`config.mk`:
```
export PLATFORM = sky130hd
export DESIGN_NAME = aes_block_packer
export DESIGN_NICKNAME = d
export VERILOG_FILES = /design/src/rtl/aes_pkg.sv /design/src/rtl/aes_word_assembler.sv /design/src/rtl/aes_block_packer.sv
export SDC_FILE = /design/constraint.sdc
export NUM_CORES = 1
export LEC_CHECK = 0
export ABC_CLOCK_PERIOD_IN_PS = 2950
export BUFFER_PORTS_ARGS = -buffer_cell sky130_fd_sc_hd__clkbuf_2
export CAP_MARGIN = 10
export CELL_PAD_IN_SITES_DETAIL_PLACEMENT = 1
export CELL_PAD_IN_SITES_GLOBAL_PLACEMENT = 2
export CORE_MARGIN = 1.5
export CORE_UTILIZATION = 23
export DETAILED_ROUTE_END_ITERATION = 6
export GPL_TIMING_DRIVEN = 0
export PLACE_DENSITY = 0.57
export SYNTH_ARGS = -nofsm -noshare
export SYNTH_HDL_FRONTEND = slang
export SYNTH_SLANG_ARGS = --single-unit
```
`constraint.sdc`:
```
create_clock -name clk -period 2.95 [get_ports clk]
set_input_delay 0.295 -clock clk [delete_from_list [all_inputs] [get_ports clk]]
set_output_delay 0.295 -clock clk [all_outputs]
set_load 0.005 [all_outputs]
```
`src/rtl/aes_pkg.sv`:
```
// Shared widths, legal key sizes and packer state encoding for the AES
// front-end blocks.
package aes_pkg;

  localparam int AES_BLOCK_W    = 128;
  localparam int AES_WORD_W     = 32;
  localparam int AES_DATA_WORDS = AES_BLOCK_W / AES_WORD_W;

  localparam int AES_KEY_WORDS_128 = 4;
  localparam int AES_KEY_WORDS_192 = 6;
  localparam int AES_KEY_WORDS_256 = 8;

  typedef enum logic {
    COLLECT = 1'b0,
    HOLD    = 1'b1
  } packer_state_e;

  function automatic bit key_words_legal(input int kw);
    return (kw == AES_KEY_WORDS_128) || (kw == AES_KEY_WORDS_192) ||
           (kw == AES_KEY_WORDS_256);
  endfunction

endpackage

```
`src/rtl/aes_word_assembler.sv`:
```
// N-word slot register: stores the first N-1 words and presents them merged
// with the incoming word so the final word can be consumed on its own edge.
module aes_word_assembler
  import aes_pkg::*;
#(
  parameter int N  = 4,
  parameter int W  = AES_WORD_W,
  parameter int CW = $clog2(N)
) (
  input  logic           clk,
  input  logic           rst_n,
  input  logic           clr_i,
  input  logic           wr_i,
  input  logic [W-1:0]   word_i,
  output logic [N*W-1:0] assembled_o,
  output logic           wrap_o
);

  logic [CW-1:0] cnt_q;
  logic [CW-1:0] cnt_d;
  logic          last;

  assign last   = (cnt_q == CW'(N - 1));
  assign wrap_o = wr_i && !clr_i && last;

  always_comb begin
    cnt_d = cnt_q;
    if (clr_i) begin
      cnt_d = '0;
    end else if (wr_i) begin
      cnt_d = last ? '0 : cnt_q + CW'(1);
    end
  end

  always_ff @(posedge clk or negedge rst_n) begin
    if (!rst_n) begin
      cnt_q <= '0;
    end else begin
      cnt_q <= cnt_d;
    end
  end

  // The last slot is never stored: the final word goes straight to the output.
  genvar gi;
  generate
    for (gi = 0; gi < N - 1; gi++) begin : g_slot
      logic [W-1:0] slot_q;

      always_ff @(posedge clk or negedge rst_n) begin
        if (!rst_n) begin
          slot_q <= '0;
        end else if (wr_i && !clr_i && (cnt_q == CW'(gi))) begin
          slot_q <= word_i;
        end
      end

      assign assembled_o[(N-gi)*W-1 -: W] = slot_q;
    end
  endgenerate

  assign assembled_o[W-1:0] = word_i;

endmodule

```
`src/rtl/aes_block_packer.sv`:
```
// Packs a tagged 32-bit key/data word stream into 128-bit blocks paired with
// a snapshot of the committed key, handed off over a valid/ready stage.
module aes_block_packer
  import aes_pkg::*;
#(
  parameter int KEY_WORDS = 4
) (
  input  logic                          clk,
  input  logic                          rst_n,
  input  logic                          in_valid,
  output logic                          in_ready,
  input  logic [AES_WORD_W-1:0]         in_word,
  input  logic                          in_is_key,
  input  logic                          in_flush,
  output logic                          blk_valid,
  input  logic                          blk_ready,
  output logic [AES_BLOCK_W-1:0]        blk_data,
  output logic [AES_WORD_W*KEY_WORDS-1:0] blk_key,
  output logic                          key_valid,
  output logic                          err_no_key
);

  localparam int KEY_W = AES_WORD_W * KEY_WORDS;

  generate
    if (!key_words_legal(KEY_WORDS)) begin : g_illegal_key_words
      $error("aes_block_packer: KEY_WORDS must be 4, 6 or 8");
    end
  endgenerate

  packer_state_e          state_q;
  logic [KEY_W-1:0]       key_q;
  logic                   key_valid_q;
  logic [AES_BLOCK_W-1:0] blk_data_q;
  logic [KEY_W-1:0]       blk_key_q;
  logic                   err_q;

  logic                   accept;
  logic                   key_wr;
  logic                   data_word;
  logic                   data_wr;
  logic [KEY_W-1:0]       key_full;
  logic                   key_commit;
  logic [AES_BLOCK_W-1:0] data_full;
  logic                   blk_done;

  // A flush in the same cycle wins over the word, so the word never lands.
  assign accept    = in_valid && (state_q == COLLECT);
  assign key_wr    = accept && in_is_key && !in_flush;
  assign data_word = accept && !in_is_key && !in_flush;
  assign data_wr   = data_word && key_valid_q;

  aes_word_assembler #(
    .N (KEY_WORDS),
    .W (AES_WORD_W)
  ) u_key_stage (
    .clk         (clk),
    .rst_n       (rst_n),
    .clr_i       (in_flush),
    .wr_i        (key_wr),
    .word_i      (in_word),
    .assembled_o (key_full),
    .wrap_o      (key_commit)
  );

  aes_word_assembler #(
    .N (AES_DATA_WORDS),
    .W (AES_WORD_W)
  ) u_data_stage (
    .clk         (clk),
    .rst_n       (rst_n),
    .clr_i       (in_flush),
    .wr_i        (data_wr),
    .word_i      (in_word),
    .assembled_o (data_full),
    .wrap_o      (blk_done)
  );

  always_ff @(posedge clk or negedge rst_n) begin
    if (!rst_n) begin
      state_q     <= COLLECT;
      key_q       <= '0;
      key_valid_q <= 1'b0;
      blk_data_q  <= '0;
      blk_key_q   <= '0;
      err_q       <= 1'b0;
    end else begin
      err_q <= data_word && !key_valid_q;
      if (key_commit) begin
        key_q       <= key_full;
        key_valid_q <= 1'b1;
      end
      case (state_q)
        COLLECT: begin
          if (blk_done) begin
            blk_data_q <= data_full;
            blk_key_q  <= key_q;
            state_q    <= HOLD;
          end
        end
        HOLD: begin
          if (blk_ready) begin
            state_q <= COLLECT;
          end
        end
        default: state_q <= COLLECT;
      endcase
    end
  end

  assign in_ready   = (state_q == COLLECT);
  assign blk_valid  = (state_q == HOLD);
  assign blk_data   = blk_data_q;
  assign blk_key    = blk_key_q;
  assign key_valid  = key_valid_q;
  assign err_no_key = err_q;

endmodule

```
# --- Word level (Yosys, flattened, before mapping) ---
# Index checks and enable logic that the tools add are counted.
op_classes:
  addsub: 2
  n_eq_ne: 6
  n_mux: 9
  bitwise: 1
  n_reduce_logical: 25
ops:
  columns: ["op", "n"]
  rows:
  - ["$logic_and A1 B1 Y1", 17]
  - ["$mux W2", 6]
  - ["$eq A2 B2 Y1 const B", 4]
  - ["$add A2 B1 Y2 const B", 2]
  - ["$eq A2 B1 Y1 const B", 2]
  - ["$logic_not A2 Y1", 2]
  - ["$reduce_bool A2 Y1", 2]
  - ["$logic_not A1 Y1", 3]
  - ["$mux W1", 2]
  - ["$pmux W1 S2", 1]
  - ["$reduce_and A2 Y1", 1]
  - ["$not A1 Y1", 1]
word_totals:
  regBits: 583
  input_bits: 38
  output_inout_bits: 260
  wordCells: 57

# --- Longest topological paths before layout ---
logic_depth:
  word_depth: 9
  mapped_depth: 6
  mapped_depth_nobuf: 5

# --- By module ---
# From an unflattened synthesis, not the netlist that was laid out.
hier_totals:
  hier_cells: 1324
  hier_area_um2: 24110.6
by_module_without_submodules:
  columns: ["mod", "instances", "cells_per_inst", "area_per_inst_um2", "seq_area_each_um2"]
  rows:
  - ["aes_block_packer", 1, 822, 15349.7, 9684.3]
  - ["aes_word_assembler", 2, 251, 4380.5, 2452.4]

# --- Worst setup path after synthesis ---
# Ideal clock, no wire load.
synth_path:
  path_kind: "reg2reg"
  startpoint: "register state_q, in the netlist blk_valid"
  endpoint: "register u_data_stage.g_slot[0].slot_q[10]"
  setup_time_ns: 0.125
  arrival_ns: 1.695
  slack_ns: 1.130
  stages_incl_launch_ff: 5
  path_buffers: 1
  path_cell_list: "dfrtp_1 > or4b_4 > nor2_8 > buf_12 > mux2_4"
synth_between:
  elab_chain_len: 7
synth_rtl:
  columns: ["item", "line", "text"]
  rows:
  - ["start, declared", "aes_block_packer.sv:31", "packer_state_e state_q;"]
  - ["start signal, assigned", "aes_block_packer.sv:81", "state_q <= COLLECT;"]
  - ["start signal, assigned", "aes_block_packer.sv:98", "state_q <= HOLD;"]
  - ["start signal, assigned", "aes_block_packer.sv:103", "state_q <= COLLECT;"]
  - ["$not A1 Y1 (no source line)", null, null]
  - ["$logic_and A1 B1 Y1", "aes_block_packer.sv:48", "assign accept = in_valid && (state_q == COLLECT);"]
  - ["$logic_and A1 B1 Y1 (2 in a row)", "aes_block_packer.sv:50", "assign data_word = accept && !in_is_key && !in_flush;"]
  - ["$logic_and A1 B1 Y1", "aes_block_packer.sv:51", "assign data_wr = data_word && key_valid_q;"]
  - ["$logic_and A1 B1 Y1 (2 in a row)", "aes_word_assembler.sv:52", "end else if (wr_i && !clr_i && (cnt_q == CW'(gi))) begin"]
  - ["end signal, assigned", "aes_word_assembler.sv:53", "slot_q <= word_i;"]
  - ["end, declared", "aes_word_assembler.sv:47", "logic [W-1:0] slot_q;"]
# No other way between the ends.
# A chain may end at the register's enable or synchronous reset.

# --- Worst setup path in the final report ---
layout_path:
  startpoint: "input port in_flush"
  endpoint: "register u_data_stage.g_slot[1].slot_q[13]"
layout_between:
  elab_chain_len: 5
layout_rtl:
  columns: ["item", "line", "text"]
  rows:
  - ["start, declared", "aes_block_packer.sv:14", "input logic in_flush,"]
  - ["$logic_not A1 Y1 (*)", "aes_word_assembler.sv:52, aes_block_packer.sv:50", null]
  - ["$logic_and A1 B1 Y1", "aes_block_packer.sv:50", null]
  - ["$logic_and A1 B1 Y1", "aes_block_packer.sv:51", null]
  - ["$logic_and A1 B1 Y1 (*) (2 in a row)", "aes_word_assembler.sv:52", null]
  - ["end signal, assigned", "aes_word_assembler.sv:53", null]
  - ["end, declared", "aes_word_assembler.sv:47", null]
# Every way passes the cells marked *; elsewhere a longest branch is shown, timed or not.

==> impl_metrics.json <==
{
  "rr_startpoint": "blk_valid$_DFF_PN0_",
  "drt-vias-per-instance": 4.08,
  "area_of_the_core_um2": 95400,
  "place_ws_ns": 0.610,
  "critical_path.startpoint": "in_flush",
  "r2r_end": "u_data_stage.g_slot[0].slot_q[16]$_DFFE_PN0P_",
  "post_drt_wl_per_cell_um": 21.3,
  "muxShareOfSynthArea": 0.303,
  "placed_cells": 2830,
  "number_of_cells_in_the_finished_layout_apart_from_fillers": 2964,
  "outcome": "complete, no violations",
  "r2r_slack_ns": 0.83,
  "finalCritPeriodShare": 0.756,
  "cts.repair_timing.setup_buffer_count": 0,
  "setup.worst_path.start_class": "input port",
  "cts_root_buf": "sky130_fd_sc_hd__clkbuf_16",
  "grt_antenna_before_repair": 1,
  "synth-xor-area-share": 0,
  "worstSetupEndpointType": "register",
  "cts-root-to-sink-buffers": 3,
  "path_class": "input port to register",
  "synth.distinct_cells": 26,
  "ys.warnings.count": 0,
  "power-per-cell-area_nw_per_um2": 648,
  "hp-class": "input port to register",
  "cts.sink_count": 583,
  "worst_hold_path.num_cells": 2,
  "synth_area_um2": 22300,
  "ys_top_cells_by_area": "sky130_fd_sc_hd__dfrtp_1 66%, sky130_fd_sc_hd__mux2_2 14%, sky130_fd_sc_hd__mux2_1 12%, sky130_fd_sc_hd__mux2_4 4.0%, sky130_fd_sc_hd__buf_6 1.3%",
  "syn-instance-count": 1262,
  "syn-num-nets": 1308,
  "die-area_um2": 98700,
  "worstHoldStart": "in_word[24]",
  "end_point_of_the_worst_hold_path": "blk_data[24]$_DFFE_PN0P_",
  "rsz0062_at_grt": "no",
  "synth_common_cells": "583 x sky130_fd_sc_hd__dfrtp_1, 278 x sky130_fd_sc_hd__mux2_2, 240 x sky130_fd_sc_hd__mux2_1",
  "drt_iter0_markers": 303,
  "syn_to_final_growth_pct": 25.5,
  "main_combinational_cell_family_by_area_after_synthesis": "multiplexers",
  "share_of_synthesized_cell_area_in_and_or_nand_and_nor_gates": 0.00871,
  "drt_pre_antenna_iters": 4,
  "post-route-util": 0.293,
  "synthDominantCellAreaShare": 0.655,
  "final_critical_path_setup_slack_ns": 0.721,
  "cp_data_arrival_time_ns": 2.72,
  "cts_tree": "yes",
  "synth.most_common_cell": "sky130_fd_sc_hd__dfrtp_1",
  "ys_dominant_reg_cell": "sky130_fd_sc_hd__dfrtp_1",
  "max-slew-margin-rel": 0.585,
  "ys_async_sr_fraction": 1.00,
  "cp_max_fo": 10,
  "layout-drive-gt1-share": 0.484,
  "globalRouteOverflowTotal": 0,
  "timing_worst_slew_pin_value_ns": 0.623,
  "number_of_instances_resized_during_post_cts_repair": 0,
  "gpl.final_weighted_congestion": 0.709,
  "num-nets-final": 1689,
  "worst_skew_pair.late_latency_ns": 0.62,
  "clkSlewWorstSetupHoldPaths_ns": 0.06,
  "synth-compound-area-share": 0.000506,
  "floorplan.initialDensity": 0.233,
  "drv_slew": 0,
  "syn_avg_cell_area_um2": 17.6,
  "cts_hold_repair.buffers": 3,
  "final_hold_viol_count": 0,
  "ioPinCount": 298,
  "dr_total_vias": 12100,
  "grtUsageTotal": 0.132,
  "placement_rows": 113,
  "timing.critical_path.required_ns": 3.44,
  "clock_skew_ns": 0.0206,
  "totalWireLength_um": 63300,
  "synth_sequential_area_ratio": 0.655,
  "fin_crit_ns": 2.23,
  "postRouteAntennaNets": 0,
  "vdd_drop_max_mv": 0.332,
  "half_perimeter_wire_length_after_detailed_placement_um": 43200,
  "ctsHtreeMaxLevel": 3,
  "max_freq_mhz": 449,
  "max_cap_viol_count": 0,
  "library_cell_with_the_largest_summed_area_after_synthesis": "sky130_fd_sc_hd__dfrtp_1",
  "cts_buffers": 73,
  "synth_enable_flop_cells": 0,
  "pin_count_of_the_biggest_net_entering_global_routing": 118,
  "yosys.area_share.adder": 0.00450,
  "grt_first_pass_wirelength_um": 95100,
  "first_global_vias": 13700,
  "place.port_buffers": 297,
  "cellLeakagePower_nw": 14.6,
  "postSynthRegisterBits": 583,
  "route.detailed.drc": 0,
  "r2r.worst_path.cells": 4,
  "fp.dieW_um": 314,
  "floorplan_die_height_um": 314,
  "finalSetupViolations": 0
}
cell type report:
cell class                 count  area [µm²]
multi-input combinational    614        7050
inverter                       5        18.8
tap                         1265        1580
clock buffer                 107        2150
buffer                        60         602
clock inverter                23         258
fill                       10100       67500
antenna                        1        2.50
timing repair buffer         306        1690
sequential                   583       14600
cells by family (layout without fill, tap and decap cells):
| group | after synthesis | count (layout) |
|---|---|---|
| multiplexers | 579 | 579 |
| buffers and inverters | 65 | 501 |
| adder cells (fa/ha/maj) | 8 | 8 |
| AO/OA/AOI/OAI | 2 | 2 |
| flip-flops | 583 | 583 |
| AND/OR/NAND/NOR | 25 | 25 |
| other | 0 | 1 |
power by group:
group / internal, mW / total (mW) / switching (mW)
registers: 8.34 / 8.50 / 0.160
clock network: 5.34 / 8.91 / 3.57
logic: 0.324 / 0.688 / 0.363
total: 14.0 / 18.1 / 4.09
worst max-delay path: stages:
cell and delay [ns]:
sky130_fd_sc_hd__dlygate4sd3_1 0.53, sky130_fd_sc_hd__clkbuf_2 0.18, sky130_fd_sc_hd__or3b_4 0.47, sky130_fd_sc_hd__nor2_2 0.49, sky130_fd_sc_hd__buf_4 0.37, sky130_fd_sc_hd__mux2_2 0.37
worst max-delay path by stage:
stage                                                     to  slack [ns]
2_1_floorplan  u_data_stage.g_slot[0].slot_q[10]$_DFFE_PN0P_        1.13
3_3_place_gp   u_data_stage.g_slot[2].slot_q[23]$_DFFE_PN0P_      -12.23
3_5_place_dp   u_data_stage.g_slot[1].slot_q[13]$_DFFE_PN0P_        0.61
4_1_cts        u_data_stage.g_slot[1].slot_q[13]$_DFFE_PN0P_        0.73
5_1_grt                                 key_q[7]$_DFFE_PN0P_        0.67
6_report       u_data_stage.g_slot[1].slot_q[13]$_DFFE_PN0P_        0.72
per-layer routing:
layer  track usage  share of wire
met1         0.168           0.44
met2         0.219           0.49
met3        0.0316          0.048
met4        0.0415          0.021
met5             0              0
cells in the final DEF (no fill, tap or decap), types with 13 or more instances in the layout:
cell type and n:
sky130_fd_sc_hd__buf_2 13, sky130_fd_sc_hd__clkbuf_8 16, sky130_fd_sc_hd__clkbuf_2 296, sky130_fd_sc_hd__mux2_1 240, sky130_fd_sc_hd__clkbuf_1 17, sky130_fd_sc_hd__buf_6 25
sky130_fd_sc_hd__dfrtp_1 583, sky130_fd_sc_hd__clkbuf_16 75, sky130_fd_sc_hd__buf_4 14, sky130_fd_sc_hd__mux2_4 60, sky130_fd_sc_hd__mux2_2 278
state kept, by name (all words and copies together) (netlist names), 2 cells and up:
name	flops
blk_key	128
blk_data	128
u_key_stage.g_slot.slot_q	96
key_q	128
u_data_stage.g_slot.slot_q	96
u_data_stage.cnt_q	2
u_key_stage.cnt_q	2
stage by stage:
step	area [µm²]	total power [mW]	hold slack, ns	TNS, ns
after floorplan	22300	8.93	-0.000591	0
after global placement	25300	9.30	0.466	-7070.32
after detailed placement	25500	9.36	0.295	0
after CTS	27900	18.5	0.0591	0
after global routing	27900	18.9	0.0628	0
final	27900	18.1	0.0861	0
No activity file was read; power rests on OpenSTA's default activity.
